**src/rtl/led_blink_ctrl_if.sv**
```systemverilog
// led_blink_ctrl_if: configuration strobe and LED status bundle for the LED sequencer
interface led_blink_ctrl_if #(
   parameter int N_CH    = 4,
   parameter int CNT_W   = 32,
   parameter int BURST_W = 8,
   localparam int CH_W   = (N_CH > 1) ? $clog2(N_CH) : 1
);
   logic               cfg_we_i;
   logic [CH_W-1:0]    cfg_ch_i;
   logic [1:0]         cfg_mode_i;
   logic [CNT_W-1:0]   cfg_half_period_i;
   logic [BURST_W-1:0] cfg_burst_i;
   logic [N_CH-1:0]    led_o;
   logic [N_CH-1:0]    busy_o;
   logic [N_CH-1:0]    done_o;
   modport master (
      output cfg_we_i, cfg_ch_i, cfg_mode_i, cfg_half_period_i, cfg_burst_i,
      input  led_o, busy_o, done_o
   );
   modport slave (
      input  cfg_we_i, cfg_ch_i, cfg_mode_i, cfg_half_period_i, cfg_burst_i,
      output led_o, busy_o, done_o
   );
endinterface

```
**src/rtl/led_blink_ctrl.sv**
```systemverilog
// led_blink_ctrl: multi-channel LED sequencer with OFF/ON/BLINK/BURST modes per channel
module led_blink_ctrl #(
   parameter int N_CH     = 4,
   parameter int CNT_W    = 32,
   parameter int DEF_HALF = 500000,
   parameter int BURST_W  = 8
) (
   input logic               clk,
   input logic               rst,
   led_blink_ctrl_if.slave   bus
);
   localparam int CH_W = (N_CH > 1) ? $clog2(N_CH) : 1;
   localparam logic [1:0] M_OFF   = 2'd0;
   localparam logic [1:0] M_ON    = 2'd1;
   localparam logic [1:0] M_BLINK = 2'd2;
   localparam logic [1:0] M_BURST = 2'd3;
   logic [N_CH-1:0] led_v, busy_v, done_v;
   for (genvar g = 0; g < N_CH; g++) begin : g_ch
      logic [1:0]         mode_q, mode_d;
      logic [CNT_W-1:0]   half_q, half_d, cnt_q, cnt_d, heff;
      logic [BURST_W:0]   tog_q, tog_d;
      logic               led_q, led_d, busy_q, busy_d, done_q, done_d;
      logic               wr, hit;
      assign wr   = bus.cfg_we_i && (bus.cfg_ch_i == CH_W'(g));
      assign heff = (half_q == '0) ? CNT_W'(1) : half_q;
      assign hit  = cnt_q == heff - 1'b1;
      // next state: a write always wins, then burst completion, then counting
      always_comb begin
         mode_d = mode_q;
         half_d = half_q;
         cnt_d  = cnt_q;
         tog_d  = tog_q;
         led_d  = led_q;
         busy_d = busy_q;
         done_d = 1'b0;
         if (wr) begin
            mode_d = bus.cfg_mode_i;
            half_d = bus.cfg_half_period_i;
            cnt_d  = '0;
            tog_d  = {bus.cfg_burst_i, 1'b0};
            led_d  = bus.cfg_mode_i == M_ON;
            busy_d = (bus.cfg_mode_i == M_BLINK) || (bus.cfg_mode_i == M_BURST && bus.cfg_burst_i != '0);
         end else if (mode_q == M_BURST && tog_q == '0) begin
            mode_d = M_OFF;
            led_d  = 1'b0;
            busy_d = 1'b0;
            done_d = 1'b1;
         end else if (mode_q == M_BLINK || mode_q == M_BURST) begin
            cnt_d = hit ? '0 : cnt_q + 1'b1;
            if (hit) begin
               led_d = ~led_q;
               if (mode_q == M_BURST) begin
                  tog_d = tog_q - 1'b1;
                  if (tog_q == (BURST_W+1)'(1)) begin
                     mode_d = M_OFF;
                     cnt_d  = '0;
                     led_d  = 1'b0;
                     busy_d = 1'b0;
                     done_d = 1'b1;
                  end
               end
            end
         end
      end
      // channel state registers, asynchronously cleared to idle defaults
      always_ff @(posedge clk or negedge rst) begin
         if (!rst) begin
            mode_q <= M_OFF;
            half_q <= CNT_W'(DEF_HALF);
            cnt_q  <= '0;
            tog_q  <= '0;
            led_q  <= 1'b0;
            busy_q <= 1'b0;
            done_q <= 1'b0;
         end else begin
            mode_q <= mode_d;
            half_q <= half_d;
            cnt_q  <= cnt_d;
            tog_q  <= tog_d;
            led_q  <= led_d;
            busy_q <= busy_d;
            done_q <= done_d;
         end
      end
      assign led_v[g]  = led_q;
      assign busy_v[g] = busy_q;
      assign done_v[g] = done_q;
   end
   assign bus.led_o  = led_v;
   assign bus.busy_o = busy_v;
   assign bus.done_o = done_v;
endmodule

```
**src/flat_wrapper.sv**
```systemverilog
// flat-port wrapper written by rule: the top's interface ports become plain ports
module led_blink_ctrl_flat 
#(
   parameter int N_CH     = 4,
   parameter int CNT_W    = 32,
   parameter int DEF_HALF = 500000,
   parameter int BURST_W  = 8
)
  (clk, rst, bus_cfg_we_i, bus_cfg_ch_i, bus_cfg_mode_i, bus_cfg_half_period_i, bus_cfg_burst_i, bus_led_o, bus_busy_o, bus_done_o);
  led_blink_ctrl_if #(.N_CH(N_CH), .CNT_W(CNT_W), .BURST_W(BURST_W)) bus_i ();
  input logic clk;
  input logic rst;
  input wire logic [$bits(bus_i.cfg_we_i)-1:0] bus_cfg_we_i;
  input wire logic [$bits(bus_i.cfg_ch_i)-1:0] bus_cfg_ch_i;
  input wire logic [$bits(bus_i.cfg_mode_i)-1:0] bus_cfg_mode_i;
  input wire logic [$bits(bus_i.cfg_half_period_i)-1:0] bus_cfg_half_period_i;
  input wire logic [$bits(bus_i.cfg_burst_i)-1:0] bus_cfg_burst_i;
  output wire logic [$bits(bus_i.led_o)-1:0] bus_led_o;
  output wire logic [$bits(bus_i.busy_o)-1:0] bus_busy_o;
  output wire logic [$bits(bus_i.done_o)-1:0] bus_done_o;
  assign bus_i.cfg_we_i = bus_cfg_we_i;
  assign bus_i.cfg_ch_i = bus_cfg_ch_i;
  assign bus_i.cfg_mode_i = bus_cfg_mode_i;
  assign bus_i.cfg_half_period_i = bus_cfg_half_period_i;
  assign bus_i.cfg_burst_i = bus_cfg_burst_i;
  assign bus_led_o = bus_i.led_o;
  assign bus_busy_o = bus_i.busy_o;
  assign bus_done_o = bus_i.done_o;
  led_blink_ctrl #(.N_CH(N_CH), .CNT_W(CNT_W), .DEF_HALF(DEF_HALF), .BURST_W(BURST_W)) u_core (.clk(clk), .rst(rst), .bus(bus_i));
endmodule
```
**config.mk**
```make
export PLATFORM = sky130hd
export DESIGN_NAME = led_blink_ctrl_flat
export DESIGN_NICKNAME = d
export VERILOG_FILES = /design/src/rtl/led_blink_ctrl_if.sv /design/src/rtl/led_blink_ctrl.sv /design/src/flat_wrapper.sv
export SDC_FILE = /design/constraint.sdc
export NUM_CORES = 1
export LEC_CHECK = 0
export BUFFER_PORTS_ARGS = -buffer_cell sky130_fd_sc_hd__buf_2
export CELL_PAD_IN_SITES_DETAIL_PLACEMENT = 1
export CELL_PAD_IN_SITES_GLOBAL_PLACEMENT = 1
export CORE_MARGIN = 3
export CORE_UTILIZATION = 48
export CTS_CLUSTER_DIAMETER = 30
export DETAILED_ROUTE_END_ITERATION = 16
export GPL_ROUTABILITY_DRIVEN = 0
export PLACE_DENSITY = 0.83
export SYNTH_ARGS = -nofsm -noshare
export SYNTH_HDL_FRONTEND = slang
export SYNTH_SLANG_ARGS = --single-unit
```
**constraint.sdc**
```tcl
create_clock -name clk -period 7.15 [get_ports clk]
set_input_delay 0.715 -clock clk [delete_from_list [all_inputs] [get_ports clk]]
set_output_delay 0.715 -clock clk [all_outputs]
set_load 0.02 [all_outputs]
```
# Word-level counts from Yosys, hierarchy flattened
# Index checks and enable logic that the tools add are counted.
[classes]
n_addsub = 12
eq_ne = 26
mux = 148
n_bitwise = 4
n_reduce_logical = 68
[op_table]
columns = ["op", "n"]
rows = [
  ["$mux 32", 32],
  ["$mux 9", 20],
  ["$add 32x1->32 const B", 4],
  ["$eq 32x32->1", 4],
  ["$logic_not 32->1", 4],
  ["$sub 32x1->32 const B", 4],
  ["$mux 1", 72],
  ["$mux 2", 24],
  ["$reduce_bool 3->1", 16],
  ["$eq 9x1->1 const B", 4],
  ["$logic_not 9->1", 4],
  ["$sub 9x1->9 const B", 4],
  ["$reduce_and 4->1", 8],
  ["$eq 2x2->1 const B", 12],
  ["$reduce_bool 2->1", 12],
  ["$reduce_and 2->1", 8],
  ["$logic_and 1x1->1", 9],
  ["$ne 2x1->1 const B", 4],
  ["$reduce_bool 8->1", 1],
  ["$logic_or 1x1->1", 5],
  ["$eq 2x1->1 const B", 2],
  ["$not 1->1", 4],
  ["$logic_not 2->1", 1],
]
[word_totals]
regBits = 312
in_bits = 47
out_inout_bits = 12
wordCells = 286

# Longest topological paths before layout
# Gate-level depths: netlist of run 1.
[logic_depth]
word_depth = 11
depth_mapped = 20
depth_no_buf = 15

# Least setup slack after synthesis of run 1
# OpenSTA, ideal clock, no wires.
[synth_path]
path_kind = "register to register"
startpoint = "register u_core.g_ch[2].half_q[20]"
endpoint = "register u_core.g_ch[2].tog_q[4]"
setup_ns = 0.126
t_arrival_ns = 4.820
slack_ns = 2.205
stages_incl_launch_ff = 16
synth_period_minus_slack_ns = 4.945
cell_sequence = "dfrtp_1 or4_4 or4_4 buf_6 nor2_2 a21oi_1 ha_1 xor2_1 or4b_2 a221o_1 a311oi_1 nand4_1 nor4_4 nand3_1 or4_1 mux2i_1"
[synth_via]
elab_chain_cells = 6
[synth_rtl]
columns = ["element", "line", "text"]
rows = [
  ["start: declaration", "led_blink_ctrl.sv:20", "logic [CNT_W-1:0] half_q, half_d, cnt_q, cnt_d, heff;"],
  ["start signal: assignment", "led_blink_ctrl.sv:69", "half_q <= CNT_W'(DEF_HALF);"],
  ["start signal: assignment", "led_blink_ctrl.sv:77", "half_q <= half_d;"],
  ["$logic_not 32->1", "led_blink_ctrl.sv:25", "assign heff = (half_q == '0) ? CNT_W'(1) : half_q;"],
  ["$mux 32 (*)", "led_blink_ctrl.sv:25", ""],
  ["$sub 32x1->32 (*)", "led_blink_ctrl.sv:26", "assign hit = cnt_q == heff - 1'b1;"],
  ["$eq 32x32->1 (*)", "led_blink_ctrl.sv:26", ""],
  ["$reduce_bool 2->1 (no line) (*)", "-", ""],
  ["$reduce_and 4->1 (no line) (*)", "-", ""],
  ["end signal: assignment", "led_blink_ctrl.sv:79", "tog_q <= tog_d;"],
  ["end: declaration", "led_blink_ctrl.sv:21", "logic [BURST_W:0] tog_q, tog_d;"],
]
# Every way passes the cells marked *; elsewhere a longest branch is shown, timed or not.
# A chain may end at the register's enable or synchronous reset.

# Final worst setup path of run 1
[layout_path]
startpoint = "register u_core.g_ch[0].half_q[11]"
endpoint = "register u_core.g_ch[0].cnt_q[29]"
[layout_via]
elab_chain_cells = 11
[layout_rtl]
columns = ["element", "line", "text"]
rows = [
  ["start: declaration", "led_blink_ctrl.sv:20", ""],
  ["start signal: assignment", "led_blink_ctrl.sv:69", ""],
  ["start signal: assignment", "led_blink_ctrl.sv:77", ""],
  ["$logic_not 32->1", "led_blink_ctrl.sv:25", ""],
  ["$mux 32 (*)", "led_blink_ctrl.sv:25", ""],
  ["$sub 32x1->32 (*)", "led_blink_ctrl.sv:26", ""],
  ["$eq 32x32->1 (*)", "led_blink_ctrl.sv:26", ""],
  ["$mux 32", "led_blink_ctrl.sv:49", "cnt_d = hit ? '0 : cnt_q + 1'b1;"],
  ["$mux 32", "led_blink_ctrl.sv:54", "if (tog_q == (BURST_W+1)'(1)) begin"],
  ["$mux 32", "led_blink_ctrl.sv:52", "if (mode_q == M_BURST) begin"],
  ["$mux 32 (*)", "led_blink_ctrl.sv:50", "if (hit) begin"],
  ["$mux 32 (*)", "led_blink_ctrl.sv:48", "end else if (mode_q == M_BLINK || mode_q == M_BURST) begin"],
  ["$mux 32 (*)", "led_blink_ctrl.sv:43", "end else if (mode_q == M_BURST && tog_q == '0) begin"],
  ["$mux 32 (*)", "led_blink_ctrl.sv:36", "if (wr) begin"],
  ["end signal: assignment", "led_blink_ctrl.sv:78", "cnt_q <= cnt_d;"],
  ["end: declaration", "led_blink_ctrl.sv:20", ""],
]
# Every way passes the cells marked *; elsewhere a longest branch is shown, timed or not. The select of a mux whose other input is x is not followed.

==> flow_summary.ini, run 1 <==
[run_status]
status = finished clean

[finish]
fillerInstances = 4667
syn_to_final_growth_pct = 18.3
drive_gt1_frac = 0.120
fin_nets = 2474
final_cell_mix = 532 x nand2_1, 284 x dfrtp_1, 237 x nor2_1
final_common_cell = nand2_1
finalNonFillerCells = 3007

[global_route]
antenna_found_initial = 3
grt_pass1_wl_microns = 111000
grt_busiest_layer = met2
grt_overflow = 0
grtUsageMet1 = 0.395
grt_pass1_vias = 20100
grt_max_degree = 129
grtUsageMet3 = 0.0769
grt_util_met2 = 0.535
grt_usage = 0.319

[timing]
maxSlewHeadroom = 0.137
fin_crit_ns = 5.95
fmax_mhz = 168
setup_viol = 0
finalCritPeriodShare = 0.832
tightestPinTransition_ns = 1.28
final-hold-violation-count = 0
clock_skew_ns = 0.0235
slew_viol_final = 0
rsz0062_at_grt = no
tns_ns = 0

[place]
dpl.hpwl_microns = 46900
dpl.cell_count = 2852
io_buffers = 58

[cts]
cts_tree = done
cts_resized = 0
insertion_delay_ns = 0.60
root_buffer = clkbuf_16
postCtsHoldBufs = 0
cts.path.max_buffers = 3
clk_pin_slew_ns = 0.05
cts_made_buffers = 82
htreeDepth = 3
cts.sinks = 312
post_cts_buffers = 0

[floorplanning]
fp.dieH_microns = 208
die_x_microns = 208
boundaryPins = 59
initial_core_util = 0.490
die_area_sq_um = 43400
core_sq_um = 40100
row_count = 73

[synthesis]
syn_area_per_cell_sq_um = 8.27
syn_inst = 2376
ys_async_sr_fraction = 1.00
synth_area_sq_um = 19700
synth_seq_cells = 312
ys_types = 85
ys_seq_area_frac = 0.399
syn_nets = 2439
synth-warning-count = 0
ys.flop_type = dfrtp_1
synth-edff-count = 0

[critical_path]
crit_chain = nor3_1 > nand3_1 > nor3_1 > nor2_1 > ha_1 > nand4_1 > mux2_2 > a211oi_1 > o211ai_1 > nor4b_1 > nand4_1 > or2_2 > nand2_1 > nor2_1
max_stage_delay_ns = 0.70
critPathMaxFanout = 27
cp_slowest_cell = nand2_1
timing.setup.critical_path_class = register to register
path_buf_inv = 0
worstPathArrival_ns = 6.37
worst_setup_path_start_kind = register
crit_family = simple AND/OR/NAND/NOR gates
required_ns = 7.57
cp-end-kind = register

[drt]
detail-route-antenna-nets = 0
vias = 19000
dr.first_iter.drc_count = 1572
via_per_inst = 6.32
wl_per_cell_microns = 23.3
drc_errors = 0
first_pass_iters = 5
drt_wl_total_microns = 70100

[power]
ir_drop_mv = 0.273
p_leak_uw = 0.0102
powerDensity_nw_per_um2 = 328

[min_path]
hp-class = input pin to asynchronous set/reset pin

[flow_run]
max-cap-violations = 0
logic make-up (layout without fill, tap and decap cells):
logic type | count (synthesis) | after routing | synth area share
and+or+nand+nor | 1288 | 1288 | 0.316
DFF | 312 | 312 | 0.399
AOI/OAI and AO/OA | 306 | 306 | 0.109
xor gates and xnor gates | 257 | 257 | 0.115
buffers and inverters | 168 | 271 | 0.0351
muxes | 29 | 29 | 0.0153
adders and majority gates | 16 | 16 | 0.0102
other | 0 | 3 | 0
synthesized netlist by cell type, types with 9 or more instances:
cell type / number / share of area
nand3b_1: 14 / 0.0053
or3_1: 40 / 0.013
buf_1: 12 / 0.0023
nand2_1: 532 / 0.10
nand4_1: 42 / 0.013
a21oi_1: 46 / 0.012
a211oi_1: 16 / 0.0061
nand3_1: 84 / 0.021
nand4b_1: 9 / 0.0040
or2_2: 18 / 0.0057
nor2b_1: 15 / 0.0048
nand2b_1: 18 / 0.0057
nor3b_1: 11 / 0.0042
mux2i_1: 21 / 0.011
a31oi_1: 24 / 0.0076
dfstp_2: 28 / 0.037
nor4b_1: 12 / 0.0053
or4_1: 30 / 0.011
nor2_1: 238 / 0.045
and4_1: 20 / 0.0089
clkbuf_1: 99 / 0.019
buf_4: 12 / 0.0046
dfrtp_1: 284 / 0.36
xor2_1: 142 / 0.063
ha_1: 16 / 0.010
and2_1: 12 / 0.0038
o211ai_1: 11 / 0.0042
xnor2_1: 114 / 0.051
nor4_1: 47 / 0.015
nor3_1: 84 / 0.021
o31ai_1: 19 / 0.0073
and3_1: 35 / 0.011
o21ai_0: 60 / 0.015
o2111ai_1: 11 / 0.0049
inv_1: 39 / 0.0074
per-stage QoR:
stage               cell area (sq um)  hold WS, ns  setup slack (ns)  total power, uW   util
global route                    23200        0.104             0.720             7920  0.579
floorplan                       19700        0.419              2.20             3150      -
detailed placement              20300        0.477              1.36             3590  0.506
finish                          23200       0.0568              1.20             7620  0.580
CTS                             23200       0.0824              1.29             7630  0.579
global placement                20300        0.454              1.83             3510  0.506
final timing paths:
kind | startpoint | end | slack (ns) | cells after the start
worst max register to register | u_core.g_ch[0].half_q[11]$_DFFE_PN0P_ | u_core.g_ch[0].cnt_q[29]$_DFFE_PN0P_ | 1.20 | 14
worst min register to register | u_core.g_ch[1].half_q[17]$_DFFE_PN1P_ | u_core.g_ch[1].half_q[17]$_DFFE_PN1P_ | 0.48 | 2
min in group clk | bus_cfg_half_period_i[13] | u_core.g_ch[2].half_q[13]$_DFFE_PN1P_ | 0.41 | 3
max in group asynchronous | rst | u_core.g_ch[2].busy_q$_DFFE_PN0P_ | 5.78 | 2
worst max-delay path | u_core.g_ch[0].half_q[11]$_DFFE_PN0P_ | u_core.g_ch[0].cnt_q[29]$_DFFE_PN0P_ | 1.20 | 14
worst min-delay path | rst | u_core.g_ch[0].cnt_q[25]$_DFFE_PN0P_ | 0.06 | 1
layer usage:
layer	wire length [microns]	share of wire
met2	33600	0.48
met4	3100	0.044
met5	32	0.00046
met3	5110	0.073
met1	28300	0.40
report_power, final:
part           leakage (uW)  total (uW)  switching (uW)  internal, uW
sequential          0.00395        2390             383          2000
combinational       0.00478        1250             768           486
clock               0.00143        3980            1180          2790
total                0.0102        7620            2330          5280
registers in the layout (all words and copies together), names as in the netlist:
| register | count |
|---|---|
| u_core.g_ch.cnt_q | 128 |
| u_core.g_ch.mode_q | 8 |
| u_core.g_ch.done_q | 4 |
| u_core.g_ch.tog_q | 36 |
| u_core.g_ch.led_q | 4 |
| u_core.g_ch.busy_q | 4 |
| u_core.g_ch.half_q | 128 |
worst register-to-register path: stages, from the launching register on:
cell	delay [ns]
dfrtp_1	0.45
nor3_1	0.61
nand3_1	0.31
nor3_1	0.54
nor2_1	0.09
ha_1	0.34
nand4_1	0.31
mux2_2	0.39
a211oi_1	0.25
o211ai_1	0.16
nor4b_1	0.35
nand4_1	0.56
or2_2	0.57
nand2_1	0.70
nor2_1	0.17
cell type report:
| cell class | instances | area [sq um] | area share |
|---|---|---|---|
| diodes | 3 | 7.51 | 0.000323 |
| clock buffers | 102 | 2240 | 0.0964 |
| clock inverters | 50 | 718 | 0.0309 |
| inverters | 39 | 146 | 0.00630 |
| multi-input cells | 1896 | 11200 | 0.480 |
| flip-flops and latches | 312 | 7840 | 0.337 |
| well taps | 525 | 657 | 0.0283 |
| repair buffers | 80 | 478 | 0.0206 |
Power figures use the tool's default switching activity.
==> inputs of run 2 (changes only) <==
Clock period 7.15 ns to 6.04 ns, I/O delays scaled along.
==> run 2 against run 1 <==
  * Clock power rose by 17%
  * Largest power group unchanged
  * Die area did not move
  * Fmax grew 3.7%
  * Sequential power is 18% higher
  * Non-clock buffer count rose by 3
  * Power is 18% higher
==> flow_summary.ini, run 2 (same netlist as run 1, synthesis figures left out) <==
[critical_path]
reg2reg_depth = 15
worstPathArrival_ns = 6.22
crit_chain = or4_4 > or4_4 > nor2_2 > a21oi_1 > ha_1 > xor2_1 > o21ai_0 > a2111oi_0 > o2111ai_1 > nor4b_1 > nand4_1 > or4_1 > a2111oi_0 > a21oi_1 > nor3_1
worst-path-stages = 15
crit_family = simple AND/OR/NAND/NOR gates
critPathMaxFanout = 10
cp_slowest_cell = a2111oi_0
required_ns = 6.53
worst_setup_path_start_kind = register
path_buf_inv = 0
max_stage_delay_ns = 1.01
timing.setup.critical_path_class = register to register
cp-end-kind = register

[global_route]
antenna_found_initial = 3
grt_usage = 0.316
grt_max_degree = 128
grt_pass1_wl_microns = 111000
grt_overflow = 0
grt_pass1_vias = 20200

[drt]
first_pass_iters = 5
drc_errors = 0
detail-route-antenna-nets = 0
vias = 18800
wl_per_cell_microns = 22.9
dr.first_iter.drc_count = 1396
drt_wl_total_microns = 68800
via_per_inst = 6.25

[floorplanning]
boundaryPins = 59
initial_core_util = 0.490
core_sq_um = 40100
fp.dieH_microns = 208
die_x_microns = 208
die_area_sq_um = 43400
row_count = 73

[cts]
cts.path.max_buffers = 3
insertion_delay_ns = 0.61
post_cts_buffers = 0
cts.sinks = 312
clk_pin_slew_ns = 0.05
root_buffer = clkbuf_16
cts_resized = 0
cts_made_buffers = 83
postCtsHoldBufs = 0
htreeDepth = 3
cts_tree = done

[timing]
slew_viol_final = 0
final-hold-violation-count = 0
fin_crit_ns = 5.73
tightestPinTransition_ns = 1.16
setup_slack_ns = 0.309
maxSlewHeadroom = 0.209
fmax_mhz = 174
tns_ns = 0
finalCritPeriodShare = 0.949
clock_skew_ns = 0.0226
setup_viol = 0
rsz0062_at_grt = no

[flow_run]
max-cap-violations = 0

[run_status]
status = finished clean

[finish]
fin_nets = 2478
final_common_cell = nand2_1
drive_gt1_frac = 0.123
final_area_sq_um = 23200
fillerInstances = 4708
syn_to_final_growth_pct = 18.3
post-route-util = 0.580
reg_top3 = u_core.g_ch.cnt_q: 128 flops, u_core.g_ch.half_q: 128 flops, u_core.g_ch.tog_q: 36 flops
final_cell_mix = 532 x nand2_1, 284 x dfrtp_1, 237 x nor2_1

[power]
power_uw = 8960
powerDensity_nw_per_um2 = 385
p_leak_uw = 0.0102
ir_drop_mv = 0.256

[place]
place_ws_ns = 0.448
dpl.hpwl_microns = 46000
place_area_sq_um = 20300
io_buffers = 58

[min_path]
hp-class = input pin to asynchronous set/reset pin
-- run 2: power by group --
part / internal, uW / leakage, uW / switching [uW]
Clock: 3250 / 0.00145 / 1400
Sequential: 2370 / 0.00395 / 456
Combinational: 581 / 0.00480 / 897
-- run 2: path summary, 6_finish.rpt --
kind,start,end,slack (ns)
setup / recovery,u_core.g_ch[2].half_q[20]$_DFFE_PN0P_,u_core.g_ch[2].done_q$_DFF_PN0_,0.31
hold / removal,rst,u_core.g_ch[0].cnt_q[24]$_DFFE_PN0P_,0.08
setup reg to reg,u_core.g_ch[2].half_q[20]$_DFFE_PN0P_,u_core.g_ch[2].done_q$_DFF_PN0_,0.31
hold reg to reg,u_core.g_ch[3].half_q[13]$_DFFE_PN1P_,u_core.g_ch[3].half_q[13]$_DFFE_PN1P_,0.48
max in group asynchronous,rst,u_core.g_ch[2].cnt_q[31]$_DFFE_PN0P_,4.48
min in group clk,bus_cfg_half_period_i[13],u_core.g_ch[0].half_q[13]$_DFFE_PN1P_,0.31
-- run 2: cell type report --
| type | instances | area (sq um) | share of cell area |
|---|---|---|---|
| well taps | 525 | 657 | 0.0283 |
| clock buffers | 105 | 2280 | 0.0981 |
| multi-input cells | 1896 | 11200 | 0.480 |
| clock inverters | 49 | 658 | 0.0283 |
| diodes | 1 | 2.50 | 0.000108 |
| repair buffers | 83 | 500 | 0.0215 |
| inverters | 39 | 146 | 0.00630 |
| flip-flops and latches | 312 | 7840 | 0.337 |
-- run 2: through the flow --
step,instances,hold slack [ns]
final,3010,0.0794
after global routing,3010,0.140
after CTS,3009,0.108
after detailed placement,2855,0.479
after global placement,2855,0.463
after floorplan,2376,0.308
-- run 2: worst reg2reg max path, cell delays in order (launching register included) --
cell       delay (ns)
dfrtp_1          0.43
or4_4            0.56
or4_4            0.63
nor2_2           0.33
a21oi_1          0.13
ha_1             0.34
xor2_1           0.20
o21ai_0          0.13
a2111oi_0        0.30
o2111ai_1        0.21
nor4b_1          0.30
nand4_1          0.12
or4_1            0.42
a2111oi_0        1.01
a21oi_1          0.17
nor3_1           0.33
-- run 2: layer usage --
layer  track usage  vias up  wire length [microns]  part of all wire
li1              -     8416                      -                 -
met5             0        -                     27           0.00039
met1         0.390     9521                  28000              0.41
met4         0.128        4                   2740             0.040
met2         0.530      677                  33200              0.48
met3        0.0801      188                   4830             0.070
